[config.mk]
export PLATFORM = sky130hd
export DESIGN_NAME = bit_serializer
export DESIGN_NICKNAME = d
export VERILOG_FILES = /design/src/rtl/bit_serializer.sv
export SDC_FILE = /design/constraint.sdc
export NUM_CORES = 1
export LEC_CHECK = 0
export ABC_AREA = 1
export CORE_MARGIN = 3
export CORE_UTILIZATION = 45
export CTS_CLUSTER_DIAMETER = 30
export DETAILED_ROUTE_END_ITERATION = 6
export PLACE_DENSITY = 0.75
export SYNTH_ARGS = -nofsm -noshare
export SYNTH_HDL_FRONTEND = slang
export SYNTH_SLANG_ARGS = --single-unit
[constraint.sdc]
create_clock -name clk -period 1.2 [get_ports clk]
set_clock_uncertainty 0.05 [all_clocks]
set_input_delay 0.12 -clock clk [delete_from_list [all_inputs] [get_ports clk]]
set_output_delay 0.12 -clock clk [all_outputs]
set_load 0.02 [all_outputs]
[src/rtl/bit_serializer.sv]
// Parallel-to-serial converter with a one-entry holding buffer in front of the shift register.
// Back-to-back words stream out with no gap bit while en stays high.
module bit_serializer #(
   parameter int WIDTH     = 8,
   parameter bit MSB_FIRST = 1'b1
) (
   input  logic             clk,
   input  logic             reset,
   input  logic [WIDTH-1:0] din,
   input  logic             din_valid,
   output logic             din_ready,
   input  logic             en,
   output logic             sout,
   output logic             sout_valid,
   output logic             sout_last,
   output logic             busy
);

   localparam int            CW       = (WIDTH > 1) ? $clog2(WIDTH) : 1;
   localparam logic [CW-1:0] LAST_CNT = CW'(WIDTH - 1);

   typedef enum logic [0:0] {
      IDLE  = 1'b0,
      SHIFT = 1'b1
   } state_t;

   state_t           state_r, state_s;
   logic [WIDTH-1:0] shreg_r, shreg_s;
   logic [WIDTH-1:0] buf_r, buf_s;
   logic             buf_full_r, buf_full_s;
   logic [CW-1:0]    cnt_r, cnt_s;
   logic             din_ready_r;
   logic             busy_r;
   logic             accept_s;
   logic             load_s;
   logic             last_bit_s;

   // Advance the shift register by one bit, zero-filling behind the outgoing bit.
   function automatic logic [WIDTH-1:0] shift_word(input logic [WIDTH-1:0] w);
      if (MSB_FIRST) begin
         return {w[WIDTH-2:0], 1'b0};
      end else begin
         return {1'b0, w[WIDTH-1:1]};
      end
   endfunction

   // Bit currently presented at the serial output.
   function automatic logic out_bit(input logic [WIDTH-1:0] w);
      if (MSB_FIRST) begin
         return w[WIDTH-1];
      end else begin
         return w[0];
      end
   endfunction

   // Next-state, shift-register, counter and holding-buffer logic.
   always_comb begin
      state_s    = state_r;
      shreg_s    = shreg_r;
      cnt_s      = cnt_r;
      buf_s      = buf_r;
      buf_full_s = buf_full_r;
      load_s     = 1'b0;
      accept_s   = din_valid && din_ready_r;
      last_bit_s = (cnt_r == LAST_CNT);

      case (state_r)
         IDLE: begin
            if (buf_full_r) begin
               state_s = SHIFT;
               shreg_s = buf_r;
               cnt_s   = {CW{1'b0}};
               load_s  = 1'b1;
            end else begin
               state_s = IDLE;
            end
         end
         SHIFT: begin
            if (!en) begin
               state_s = SHIFT;
            end else if (!last_bit_s) begin
               shreg_s = shift_word(shreg_r);
               cnt_s   = cnt_r + CW'(1'b1);
            end else if (buf_full_r) begin
               // Reload on the last-bit edge so the next word follows without a gap.
               shreg_s = buf_r;
               cnt_s   = {CW{1'b0}};
               load_s  = 1'b1;
            end else begin
               state_s = IDLE;
               shreg_s = {WIDTH{1'b0}};
               cnt_s   = {CW{1'b0}};
            end
         end
         default: begin
            state_s = IDLE;
            shreg_s = {WIDTH{1'b0}};
            cnt_s   = {CW{1'b0}};
         end
      endcase

      // Accept needs an empty buffer and a load needs a full one, so they never coincide.
      if (accept_s) begin
         buf_s      = din;
         buf_full_s = 1'b1;
      end else if (load_s) begin
         buf_full_s = 1'b0;
      end else begin
         buf_full_s = buf_full_r;
      end
   end

   // State, datapath and registered handshake/status outputs.
   always_ff @(posedge clk) begin
      if (reset) begin
         state_r     <= IDLE;
         shreg_r     <= {WIDTH{1'b0}};
         cnt_r       <= {CW{1'b0}};
         buf_r       <= {WIDTH{1'b0}};
         buf_full_r  <= 1'b0;
         din_ready_r <= 1'b1;
         busy_r      <= 1'b0;
      end else begin
         state_r     <= state_s;
         shreg_r     <= shreg_s;
         cnt_r       <= cnt_s;
         buf_r       <= buf_s;
         buf_full_r  <= buf_full_s;
         din_ready_r <= !buf_full_s;
         busy_r      <= (state_s == SHIFT) || buf_full_s;
      end
   end

   // Serial outputs follow the shift register; en gates validity for the current cycle.
   always_comb begin
      sout       = (state_r == SHIFT) ? out_bit(shreg_r) : 1'b0;
      sout_valid = (state_r == SHIFT) && en;
      sout_last  = (state_r == SHIFT) && en && last_bit_s;
   end

   assign din_ready = din_ready_r;
   assign busy      = busy_r;

endmodule

==> flow_summary.yaml <==
status:
  status: "complete, but fails checks"
  violations: "negative setup slack"
synth:
  synth_most_common_cell: "nand2_1"
  ys.flop_type: "dfxtp_1"
  synth_cells: 142
  netlist.area_leader.share_pct: 43.76
  ys_top_cells_by_area: "dfxtp_1, nand2_1, a21oi_1, nor2_1, inv_1"
  async_flop_share_pct: 0
  synth-seq-cells: 23
  synth_top_area_cell: "dfxtp_1"
  ys_warn_count: 0
  synth_top_cells_by_count: "nand2_1, dfxtp_1, a21oi_1"
  syn_avg_cell_area_um2: 7.410
  synth_edf_count: 0
  synth_area_mm2: 0.001052
  yosysUniqueCellTypes: 16
  seq_area_frac_synth_pct: 43.76
  synth_fp_nets: 156
global_route:
  use_met2_pct: 30.08
  grt_pass1_wl_mm: 3.753
  gr-total-overflow: 0
  met3_usage_pct: 3.270
  grt_max_degree: 19
  grtUsageMet1_pct: 21.89
  grt_usage_pct: 17.41
  grt.busiest_layer: "met2"
  antenna_found_initial: 0
  grt_pass1_vias: 897
clock_network:
  clk_latency_ns: 0.30
  cts.path.max_buffers: 2
  cts_tree: "done"
  clock_sinks: 23
  clkSlewWorstSetupHoldPaths_ns: 0.12
  cts_made_buffers: 3
  htree_levels: 1
  root_buffer: "clkbuf_4"
power_and_ir_drop:
  p_comb_share_pct: 23.4
  p_sw_mw: 0.4423
  p_leak_nw: 0.6303
  powerDensity_mw_per_mm2: 1034
  clockPowerShare_pct: 22.3
  fin_total_pwr_mw: 1.580
  internal_power_mw: 1.138
  vdd_drop_max_uv: 952.0
  seqPwrFrac_pct: 54.2
  switching_share_pct: 27.99
timing:
  slew_headroom_pct: 78.57
  worst_slew_pin_slew_ns: 0.3211
  post-route-period-util_pct: 114.3
  rsz0062_at_grt: "yes"
  setup_tns_ns: -1.081
  fin_ws_ns: -0.1714
  setup_viol: 13
  fin_crit_ns: 1.371
  hold_violations: 0
  slew_violations: 0
  fmax_mhz: 729.2
worst_setup_path:
  crit_fanout: 2
  crit_type: "reg2out"
  critPathMaxStageDelay_ns: 0.36
  critPathRequiredTime_ns: 1.03
  worstSetupEndpointType: "primary output"
  crit_chain: "ha_4 -> ha_4 -> inv_4 -> nor2_4 -> buf_6"
  cp_slowest_cell: "dfxtp_2"
  cp_common_cell: "ha_4"
  worstSetupStartpointType: "flip-flop"
  cp.arrival_ns: 1.20
floorplanning:
  design.core.area_mm2: 0.002082
  die_area_mm2: 0.002954
  die_w_um: 54.36
  dieHeight_um: 54.36
  io_pins: 17
  start_util_pct: 50.54
  fp-row-count: 16
flow_run:
  drv_cap: 0
routing:
  ant_nets: 0
  route.detailed.drc: 0
  routed_via_density: 4.990
  drt-pass1-iter-count: 4
  drtIter0Drc: 10
  wl_per_cell_um: 11.47
  vias: 988
  drt_wl_total_mm: 2.271
cells_and_area:
  area_delta_synth_final_pct: 45.30
  insertedDiodeCount: 0
  nNetsFinal: 186
  drive_gt1_share_pct: 29.24
  fin_util_pct: 73.44
placement:
  place_congestion: 0.7638
  dp_hpwl_mm: 1.436
  port_buffers: 16
hold_path:
  hp-class: "in2reg"
[sequential cells by signal, indices dropped and copies added, names as in the netlist]
name and flops:
cnt_r 3, din_ready 1, buf_full_r 1, state_r 1, busy 1, shreg_r 8, buf_r 8
[area by class of cell]
| class | count | area, um2 |
|---|---|---|
| Inverter | 16 | 65.06 |
| Timing Repair Buffer | 31 | 321.6 |
| Tap cell | 27 | 33.78 |
| Fill cell | 144 | 553.0 |
| Sequential cell | 23 | 466.7 |
| Multi-Input combinational cell | 97 | 615.6 |
| Clock buffer | 4 | 26.28 |
[timing repair]
action,4_1_cts,5_1_grt
hold buffers,0,0
pin swaps,10,4
gates resized for setup,46,14
setup buffers,0,3
endpoints found under the setup margin,20,18
[worst paths after layout]
check | start | endpoint | slack (ns) | cells after the start
worst min register to register | buf_r[1] | buf_r[1] | 0.43 | 2
worst max-delay path | cnt_r[0] | sout_last | -0.17 | 5
worst max register to register | cnt_r[0] | shreg_r[0] | -0.12 | 9
worst min-delay path | din[6] | buf_r[6] | 0.38 | 3
[power by group through the flow]
stage / Combinational [mW] / Sequential [mW] / Clock (mW)
global placement: 0.304 / 0.865 / 0
finish: 0.370 / 0.857 / 0.353
detailed placement: 0.309 / 0.868 / 0
floorplan: 0.191 / 0.867 / 0
CTS: 0.333 / 0.855 / 0.366
global route: 0.411 / 0.864 / 0.379
[placed cells by master (no fill, tap or decap), types with 4 or more instances in the layout]
cell / n
nand2_1: 22
dfxtp_1: 20
inv_1: 14
nor2_1: 14
a21oi_1: 11
clkdlybuf4s50_1: 11
nand3_1: 10
o21ai_0: 9
buf_4: 9
nand3b_1: 8
a21oi_2: 6
nand2_2: 4
buf_6: 4
buf_12: 4
[layer usage]
metal,up-vias,wire length [um]
li1,513,-
met1,451,1056
met2,22,1106
met3,2,97
met4,0,10
met5,-,0
[worst max-delay path, delay by kind of cell, from the launching register on]
| family | cells | cell delay [ns] |
|---|---|---|
| fa+ha+maj | 2 | 0.33 |
| buf+inv | 2 | 0.18 |
| flops | 1 | 0.36 |
| simple gates | 1 | 0.03 |
[cell families (layout without fill, tap and decap cells)]
kind of cell | Yosys count | in the layout | share of synthesized area [%]
compound gates | 29 | 29 | 14.15
fa+ha+maj | 2 | 2 | 2.378
buf+inv | 22 | 51 | 10.82
flops | 23 | 23 | 43.76
simple gates | 66 | 66 | 28.89
[through the flow]
| step | std cells | hold slack, ns | area [um2] | setup slack, ns |
|---|---|---|---|---|
| final | 198 | 0.3773 | 1529 | -0.1714 |
| after detailed placement | 191 | 0.3957 | 1325 | -0.4173 |
| after global routing | 198 | 0.3891 | 1529 | -0.2227 |
| after global placement | 191 | 0.3897 | 1325 | -0.4112 |
| after CTS | 195 | 0.3689 | 1454 | -0.2053 |
| after floorplan | 142 | 0.1383 | 1057 | -0.01284 |
(Power assumes the default switching activity.)
